## src/rtl/rgb_sequencer.sv

```systemverilog
// One-hot RED/GREEN/BLUE sequencer with per-colour dwell, manual stepping,
// reversible order, hold, and a registered pulse on each wrap back to RED.
module rgb_sequencer #(
  parameter int CNT_W   = 8,
  parameter int T_RED   = 4,
  parameter int T_GREEN = 3,
  parameter int T_BLUE  = 2
) (
  input  logic             clk,
  input  logic             rst_n,
  input  logic             en,
  input  logic             auto,
  input  logic             step,
  input  logic             dir,
  input  logic             hold,
  output logic [2:0]       color,
  output logic             r,
  output logic             g,
  output logic             b,
  output logic [CNT_W-1:0] cnt,
  output logic             cycle_done
);

  localparam logic [2:0] OFF   = 3'b000;
  localparam logic [2:0] RED   = 3'b001;
  localparam logic [2:0] GREEN = 3'b010;
  localparam logic [2:0] BLUE  = 3'b100;

  localparam logic [CNT_W-1:0] LAST_RED   = CNT_W'(T_RED - 1);
  localparam logic [CNT_W-1:0] LAST_GREEN = CNT_W'(T_GREEN - 1);
  localparam logic [CNT_W-1:0] LAST_BLUE  = CNT_W'(T_BLUE - 1);
  localparam logic [CNT_W-1:0] CNT_MAX    = '1;

  logic [2:0]       color_q, color_d, nxt_col;
  logic [CNT_W-1:0] cnt_q, cnt_d, last;
  logic             done_q, done_d;
  logic             legal, advance;

  // Successor colour and final dwell count of the current colour.
  always_comb begin
    nxt_col = OFF;
    last    = '0;
    legal   = 1'b1;
    case (color_q)
      OFF:   nxt_col = RED;
      RED:   begin nxt_col = dir ? BLUE  : GREEN; last = LAST_RED;   end
      GREEN: begin nxt_col = dir ? RED   : BLUE;  last = LAST_GREEN; end
      BLUE:  begin nxt_col = dir ? GREEN : RED;   last = LAST_BLUE;  end
      default: legal = 1'b0;
    endcase
  end

  // '>=' rather than '==' lets a count left high by manual mode expire at once
  // when auto is re-enabled; in pure auto operation the two are identical.
  assign advance = step || (auto && (cnt_q >= last));

  always_comb begin
    color_d = color_q;
    cnt_d   = cnt_q;
    done_d  = 1'b0;
    if (!legal || !en) begin
      color_d = OFF;
      cnt_d   = '0;
    end else if (color_q == OFF) begin
      color_d = RED;
      cnt_d   = '0;
    end else if (hold) begin
      color_d = color_q;
      cnt_d   = cnt_q;
    end else if (advance) begin
      color_d = nxt_col;
      cnt_d   = '0;
      done_d  = (nxt_col == RED);
    end else if (cnt_q != CNT_MAX) begin
      cnt_d   = cnt_q + 1'b1;
    end
  end

  always_ff @(posedge clk or negedge rst_n) begin
    if (!rst_n) begin
      color_q <= OFF;
      cnt_q   <= '0;
      done_q  <= 1'b0;
    end else begin
      color_q <= color_d;
      cnt_q   <= cnt_d;
      done_q  <= done_d;
    end
  end

  assign color      = color_q;
  assign r          = color_q[0];
  assign g          = color_q[1];
  assign b          = color_q[2];
  assign cnt        = cnt_q;
  assign cycle_done = done_q;

endmodule

```

## config.mk

```make
export PLATFORM = sky130hd
export DESIGN_NAME = rgb_sequencer
export DESIGN_NICKNAME = d
export VERILOG_FILES = /design/src/rtl/rgb_sequencer.sv
export SDC_FILE = /design/constraint.sdc
export NUM_CORES = 1
export LEC_CHECK = 0
export ABC_AREA = 1
export CAP_MARGIN = 20
export CORE_MARGIN = 1
export CORE_UTILIZATION = 44
export CTS_CLUSTER_SIZE = 20
export DETAILED_ROUTE_END_ITERATION = 12
export GPL_TIMING_DRIVEN = 0
export MAX_ROUTING_LAYER = met4
export PLACE_DENSITY = 0.75
export REMOVE_ABC_BUFFERS = 1
export SLEW_MARGIN = 0
export SYNTH_ARGS = -nofsm -noshare
export SYNTH_HDL_FRONTEND = slang
export SYNTH_SLANG_ARGS = --single-unit
export TNS_END_PERCENT = 100
```

## constraint.sdc

```tcl
create_clock -name clk -period 2.1 [get_ports clk]
set_clock_uncertainty 0.2 [all_clocks]
set_input_delay 0.21 -clock clk [delete_from_list [all_inputs] [get_ports clk]]
set_output_delay 0.21 -clock clk [all_outputs]
set_load 0.01 [all_outputs]
```

==> Yosys cells after proc, flatten, opt, wreduce, memory -nomap -nowiden <==
Index checks and enable logic that the tools add are counted.
{ "op_classes": {"n_addsub": 1, "n_lt_le_gt_ge": 1, "n_eq_ne": 6, "muxes": 19, "n_reduce_logical": 11} }
{ "op_table": {"columns": ["operator", "n"], "rows": [
  ["$mux 8", 5],
  ["$mux 3", 6],
  ["$pmux 3 s4", 1],
  ["$add 8x1->8 const B", 1],
  ["$ge 8x8->1", 1],
  ["$ne 8x8->1 const B", 1],
  ["$eq 3x1->1 const B", 2],
  ["$pmux 2 s3", 1],
  ["$mux 1", 5],
  ["$reduce_and 2->1", 2],
  ["$reduce_bool 4->1", 1],
  ["$reduce_or 4->1", 1],
  ["$eq 3x2->1 const B", 1],
  ["$eq 3x3->1 const B", 1],
  ["$logic_not 3->1", 1],
  ["$ne 3x1->1 const B", 1],
  ["$reduce_bool 3->1", 1],
  ["$logic_not 1->1", 2],
  ["$logic_or 1x1->1", 2],
  ["$mux 2", 1],
  ["$logic_and 1x1->1", 1]
]} }
{ "word_totals": {"reg_bits": 12, "input_bits": 7, "output_inout_bits": 15, "elab_cells": 41} }

==> Longest topological paths before layout <==
Gate-level depths: netlist of the first run.
{ "depth": {"ltp_word": 9, "mapped_depth": 13, "ltp_nobuf": 13} }

==> Least setup slack after synthesis of the first run <==
Ideal clock, no wire load.
{ "synth_timing": {"kind": "register to register", "start": "register color_q[0] (netlist: color[0])", "end": "register cnt_q[5] (netlist: cnt[5])", "arrival_ns": 1.792, "t_required_ns": 1.784, "slack_ns": -0.009, "path_stages_with_launch": 14, "n_path_buf": 0, "cell_sequence": "dfrtp_1 -> nand2_1 -> nor3b_1 -> ha_1 -> inv_1 -> nand2_1 -> nand2_1 -> nand3_1 -> nand2_2 -> nand4_1 -> nand2_2 -> inv_2 -> nand2_1 -> nand2_1"} }
{ "synth_between": {"elab_chain_len": 9, "word_cells_on_any_way": 19} }
{ "synth_lines": {"columns": ["element", "line_no", "source"], "rows": [
  ["from (decl)", "34", "logic [2:0] color_q, color_d, nxt_col;"],
  ["from (signal assigned)", "85", "color_q <= color_d;"],
  ["$eq 3x3->1 (tied with other cells)", "44", "case (color_q)"],
  ["$pmux 2 s3", "44", null],
  ["$ge 8x8->1", "55", "assign advance = step || (auto && (cnt_q >= last));"],
  ["$logic_and 1x1->1", "55", null],
  ["$logic_or 1x1->1", "55", null],
  ["$mux 8", "70", "end else if (advance) begin"],
  ["$mux 8", "67", "end else if (hold) begin"],
  ["$mux 8", "64", "end else if (color_q == OFF) begin"],
  ["$mux 8", "61", "if (!legal || !en) begin"],
  ["to (signal assigned)", "86", "cnt_q <= cnt_d;"],
  ["to (decl)", "35", "logic [CNT_W-1:0] cnt_q, cnt_d, last;"]
]} }
Parallel ways exist; a longest one is shown, timed or not. The select of a mux whose other input is x is not followed.
A chain may end at the register's enable or synchronous reset.

==> Worst setup path in the final report of the first run <==
{ "layout_timing": {"start": "register color_q[0] (netlist: color[0])", "end": "register cnt_q[2] (netlist: cnt[2])"} }
Same word-level chain as after synthesis.

==> results.cfg, run 1 <==
[status]
status = finished, violations left
violations = negative setup slack

[grt]
grt_pass1_vias = 869
grt_usage_pct = 24.4
grt-ovfl-total = 0
grt_antenna_before_repair = 0
grt_first_pass_wirelength_um = 3740
grt_max_degree = 13

[clock_tree]
hold_buffers = 0
clock_latency_ps = 280
root_buffer = clkbuf_4
cts_tree = yes
h-tree-depth = 1
path_clk_slew_ps = 80
cts_buffers = 3
clock_path_buffers = 2
cts_num_sinks = 12

[routing]
drc = 0
dr_wl_met2_um = 1310
via_per_inst = 4.95
firstDrtPassIters = 4
wl_um = 2540
met1_length_um = 1090
drt-initial-drc-count = 21
wl_per_cell_um = 12.1
top_layer = met4
wl_met3_um = 109
antenna_left = 0
num_vias = 1034

[hold_path]
min_path_type = in -> async

[floorplan]
die_x_um = 48.0
ios = 22
die_y_um = 48.0
start_util_pct = 47.0
fp-row-count = 16
core_mm2 = 0.00198
dieArea_mm2 = 0.00231

[timing]
hold_viol = 0
whs_ps = 93.0
rsz0062_at_grt = yes
slew_viol_final = 0
setup_violations = 10
worst_slew_pin_slew_ps = 576
fin_ws_ps = -126
min_period_ps = 2230
tns_ps = -915
finalCritPeriodShare_pct = 106
fmax_ghz = 0.449
slew_headroom_pct = 61.5

[critical_path]
crit_family = simple AND/OR/NAND/NOR gates
critPathMaxFanout = 5
crit_path_top_delay_cell = dfrtp_2
r2r-start = color[0]
crit_buf_inv = 2
cp_data_required_time_ps = 2120
worstSetupEndpointType = flop
crit_path_cell_trace = nand2_2 -> nor3b_4 -> ha_1 -> inv_1 -> nand2_1 -> nand2_1 -> nand3_1 -> nand2_2 -> nand4_1 -> buf_4 -> nand2_4 -> nand2_1 -> nand2_1
r2r_slack_ps = -130
critPathLaunchType = flop
crit_top_cell = nand2_1
crit_type = reg -> reg
reg2reg_depth = 13
worstReg2RegEnd = cnt[2]
slowest_delay_ps = 460
arrival_ps = 2250

[final_layout]
drive_gt1_share_pct = 26.4
syn_to_final_growth_pct = 46.3
finalNonFillerCells = 209
fill_cells = 153
final_net_count = 194
insertedDiodeCount = 0

[yosys]
yosysTopAreaCell = dfrtp_1
ys.flop_type = dfrtp_1
synthTopCellsByArea = dfrtp_1, nand2_1, inv_1
synth_edf_count = 0
synthArstFlopShare_pct = 100
synth.distinct_cells = 20
ys.warnings.count = 0
synth_common_cells = nand2_1, inv_1, nor2_1, dfrtp_1, nand3_1
synth_seq_cells = 12
synth_top_area_share_pct = 32.2
synth_most_common_cell = nand2_1
netlist_instances = 145
ys_seq_area_share_pct = 32.2
avgSynthCellArea_um2 = 6.43
syn_area_um2 = 932

[power_and_ir_drop]
peakVddDrop_mv = 0.702
power_density_mw_per_mm2 = 854
total_leakage_power_nw = 0.655

[run]
cap_violations = 0

[placed_design]
gp_congestion = 0.877
portBuffers = 21
dp.cells = 190
hpwl_um = 1570
registers in the layout, indices dropped and copies added, names as in the netlist:
| signal | flops |
|---|---|
| cycle_done | 1 |
| color | 3 |
| cnt | 8 |
layout make-up:
cell class	instances	area (um^2)	share of cell area, %
timing repair buffer	36	323	23.7
sequential	12	304	22.3
clock buffer	3	22.5	1.65
tap	27	33.8	2.48
inverter	25	96.3	7.06
multi-input combinational	106	584	42.8
metal layers:
layer | vias to the layer above | track usage [%]
li1 | 533 | -
met1 | 467 | 28.1
met2 | 30 | 42.7
met3 | 4 | 2.64
met4 | 0 | 10.0
met5 | - | -
repair_timing:
| action | 4_1_cts | 5_1_grt |
|---|---|---|
| buffers inserted | 10 | 5 |
| cloned | 1 | 0 |
| pin swaps | 0 | 8 |
| endpoints found under the setup margin | 11 | 11 |
| gates resized for setup | 9 | 13 |
cells by family (layout without fill, tap and decap cells):
kind of cell    count (synthesis)  in the layout  share of synthesized area (%)
compound gates                 14             14                           8.32
xor+xnor                        1              1                          0.940
fa+ha+maj                       3              3                           4.03
buf+inv                        28             64                           12.5
flops                          12             12                           32.2
simple gates                   87             88                           42.0
worst max path at each step:
stage | from | to | depth (start not counted)
floorplan | color[0] | cnt[5] | 13
CTS | color[2] | cnt[6] | 13
detailed placement | color[0] | cnt[7] | 12
finish | color[0] | cnt[2] | 13
global placement | color[0] | color[0] | 11
global route | color[0] | cnt[4] | 13
layout by cell type (no fill, tap or decap), drive strengths merged:
master         Yosys  routed
xor2               1       1
nor2              23      23
nand4              4       4
ha                 3       3
dfrtp             12      12
nand2             48      49
nor3               4       4
o2111ai            1       1
inv               25      25
o21ai             10      10
nand3              7       7
buf                3      15
nor3b              1       1
clkbuf             0       3
clkdlybuf4s50      0      21
a21oi              3       3
worst reg2reg max path: cells and delay by family, from the launching register on:
family	cells	cell delay [ps]
DFF	1	460
adders and majority gates	1	260
buffers and inverters	2	260
and+or+nand+nor	10	1000
stage by stage:
step	area [um^2]	power [mW]	utilization [%]	setup slack [ps]
detailed placement	1150	0.749	58.2	-202
finish	1360	1.16	68.8	-126
floorplan	910	0.593	-	-51.1
CTS	1290	1.06	65.0	-74.1
global placement	1150	0.745	58.2	-209
global route	1360	1.23	68.8	-233
report_power, final:
group	switching, mW	internal [mW]	total (mW)	leakage [nW]
Sequential	0.0448	0.258	0.303	0.161
Combinational	0.367	0.346	0.713	0.481
Clock	0.0817	0.0664	0.148	0.0138
Power figures use the tool's default switching activity.
==> run 2, diff against run 1 <==
Settings changed: ABC_AREA 1 to not set, CORE_UTILIZATION 44 to 52, PLACE_DENSITY 0.75 to 0.83.
Clock period 2.1 ns to 2.8 ns, I/O delays scaled along.
==> results.cfg, run 2 <==
[final_layout]
insertedDiodeCount = 0
final_util_pct = 71.7
ff_latch_area_um2 = 303
finalNonFillerCells = 132
drive_gt1_share_pct = 15.5
syn_to_final_growth_pct = 24.4
stdcell_area_mm2 = 0.00113
layout_common_cells = clkdlybuf4s50_1, nor2_1, dfrtp_1, nand2_1, xnor2_1
final_common_cell = clkdlybuf4s50_1
largest_reg_flops = 8
multi_input_area_um2 = 538
final_net_count = 127
fill_cells = 135

[clock_tree]
clock_path_buffers = 2
path_clk_slew_ps = 80
clock_latency_ps = 270
root_buffer = clkbuf_4
cts_tree = yes
cts_num_sinks = 12
cts_buffers = 3
h-tree-depth = 1

[placed_design]
dp.cells = 127
gp_congestion = 0.849
hpwl_um = 1400
dpl_cell_area_mm2 = 0.00108
portBuffers = 21

[yosys]
synth_simple_gate_area_share_pct = 33.3
synthAdderAreaFrac_pct = 4.13
synthTopCellsByArea = dfrtp_1, xnor2_1, nor2_1
ys_seq_area_share_pct = 33.1
netlist_instances = 97
synth_common_cells = dfrtp_1, nor2_1, nand2_1, xnor2_1, nand3_1
synth-xor-area-share_pct = 5.79
ys.warnings.count = 0
synth_top_area_share_pct = 33.1
synth_seq_cells = 12
synth_edf_count = 0
synth.distinct_cells = 41
synth_top_family_by_area = simple AND/OR/NAND/NOR gates
avgSynthCellArea_um2 = 9.36
synthArstFlopShare_pct = 100
synth_compound_area_share_pct = 14.6
syn_area_um2 = 908
synth_mux_area_share_pct = 1.10
yosysTopAreaCell = dfrtp_1
ys.flop_type = dfrtp_1

[routing]
num_vias = 807
firstDrtPassIters = 8
wl_per_cell_um = 14.6
wl_um = 1930
drc = 1
antenna_left = 0
via_per_inst = 6.11
drt-initial-drc-count = 11

[floorplan]
dieArea_mm2 = 0.00192
fp-row-count = 14
die_x_um = 43.8
ios = 22
start_util_pct = 57.6
die_y_um = 43.8
core_mm2 = 0.00158

[critical_path]
crit_type = reg -> reg
critPathMaxFanout = 14
critPathLaunchType = flop
arrival_ps = 2600
worstSetupEndpointType = flop
cp_data_required_time_ps = 2770

[grt]
grt_antenna_before_repair = 0
grt_usage_pct = 24.4
grt_max_degree = 15
grt_pass1_vias = 765
grt-ovfl-total = 0
grt_first_pass_wirelength_um = 3280

[timing]
whs_ps = 159
hold_viol = 0
tns_ps = 0
setup_violations = 0
fmax_ghz = 0.379
slew_headroom_pct = 62.2
slew_viol_final = 0
finalCritPeriodShare_pct = 94.2
min_period_ps = 2640
worst_slew_pin_slew_ps = 563

[power_and_ir_drop]
power_density_mw_per_mm2 = 392
peakVddDrop_mv = 0.294
total_leakage_power_nw = 0.419

[run]
cap_violations = 0

[status]
violations = design-rule violations
status = finished, violations left

[hold_path]
min_path_type = in -> async
## run 2: critical path, cell delays in order, from the launching register on
cell and delay (ps):
dfrtp_2 510, xnor2_1 190, nor2_2 150, inv_1 60, ha_1 170, or4_1 450
a211oi_4 230, nor3_1 150, mux2i_1 140, a32o_1 280
## run 2: path summary, 6_finish.rpt
path                             to     start  slack (ps)  cells past startpoint
max                        color[0]  color[0]         160                      9
min                          cnt[3]     rst_n         160                      1
max reg2reg                color[0]  color[0]         160                      9
min reg2reg                  cnt[6]    cnt[6]         420                      2
max in group asynchronous  color[0]     rst_n        1840                      1
min in group clk             cnt[6]    cnt[6]         420                      2
## run 2: metal layers
layer  track usage (%)  share of wire [%]
met2              39.1                 49
met5                 -                  0
met4              13.1                1.7
met3              5.42                3.3
met1              28.2                 45
## run 2: repair_timing
| action | CTS | global route |
|---|---|---|
| setup buffers | 0 | 1 |
| pin swaps | 0 | 1 |
| gates resized for setup | 3 | 0 |
| setup endpoints to repair | 7 | 4 |
| hold buffers | 0 | 0 |
## run 2: power by group
| group | total (mW) | internal (mW) | switching [mW] |
|---|---|---|---|
| Sequential | 0.192 | 0.178 | 0.0141 |
| Clock | 0.140 | 0.0791 | 0.0604 |
| Combinational | 0.112 | 0.0560 | 0.0556 |
## run 2: kinds of logic after synthesis
logic type               count (synthesis)
AND/OR/NAND/NOR                         50
AO/OA/AOI/OAI                           14
flip-flops                              12
buffers and inverters                   11
XOR/XNOR                                 6
adder cells (fa/ha/maj)                  3
multiplexers                             1
## run 2: final cells by class
class	instances	area share, %
sequential	12	26.8
tap	16	1.77
clock buffer	4	3.21
timing repair buffer	22	19.3
multi-input combinational	74	47.6
inverter	4	1.33
## run 2: metrics by stage
| stage | setup slack, ps | power [mW] |
|---|---|---|
| detailed placement | -96.7 | 0.300 |
| CTS | 72.4 | 0.442 |
| global route | -7.21 | 0.468 |
| finish | 163 | 0.443 |
| floorplan | 34.0 | 0.257 |
| global placement | -30.1 | 0.296 |
==> run 3, diff against run 2 <==
Settings changed: SKIP_LAST_GASP set to 1.
==> results of run 3 <==
The final DEF is identical to that of run 2; final timing and power are the same.
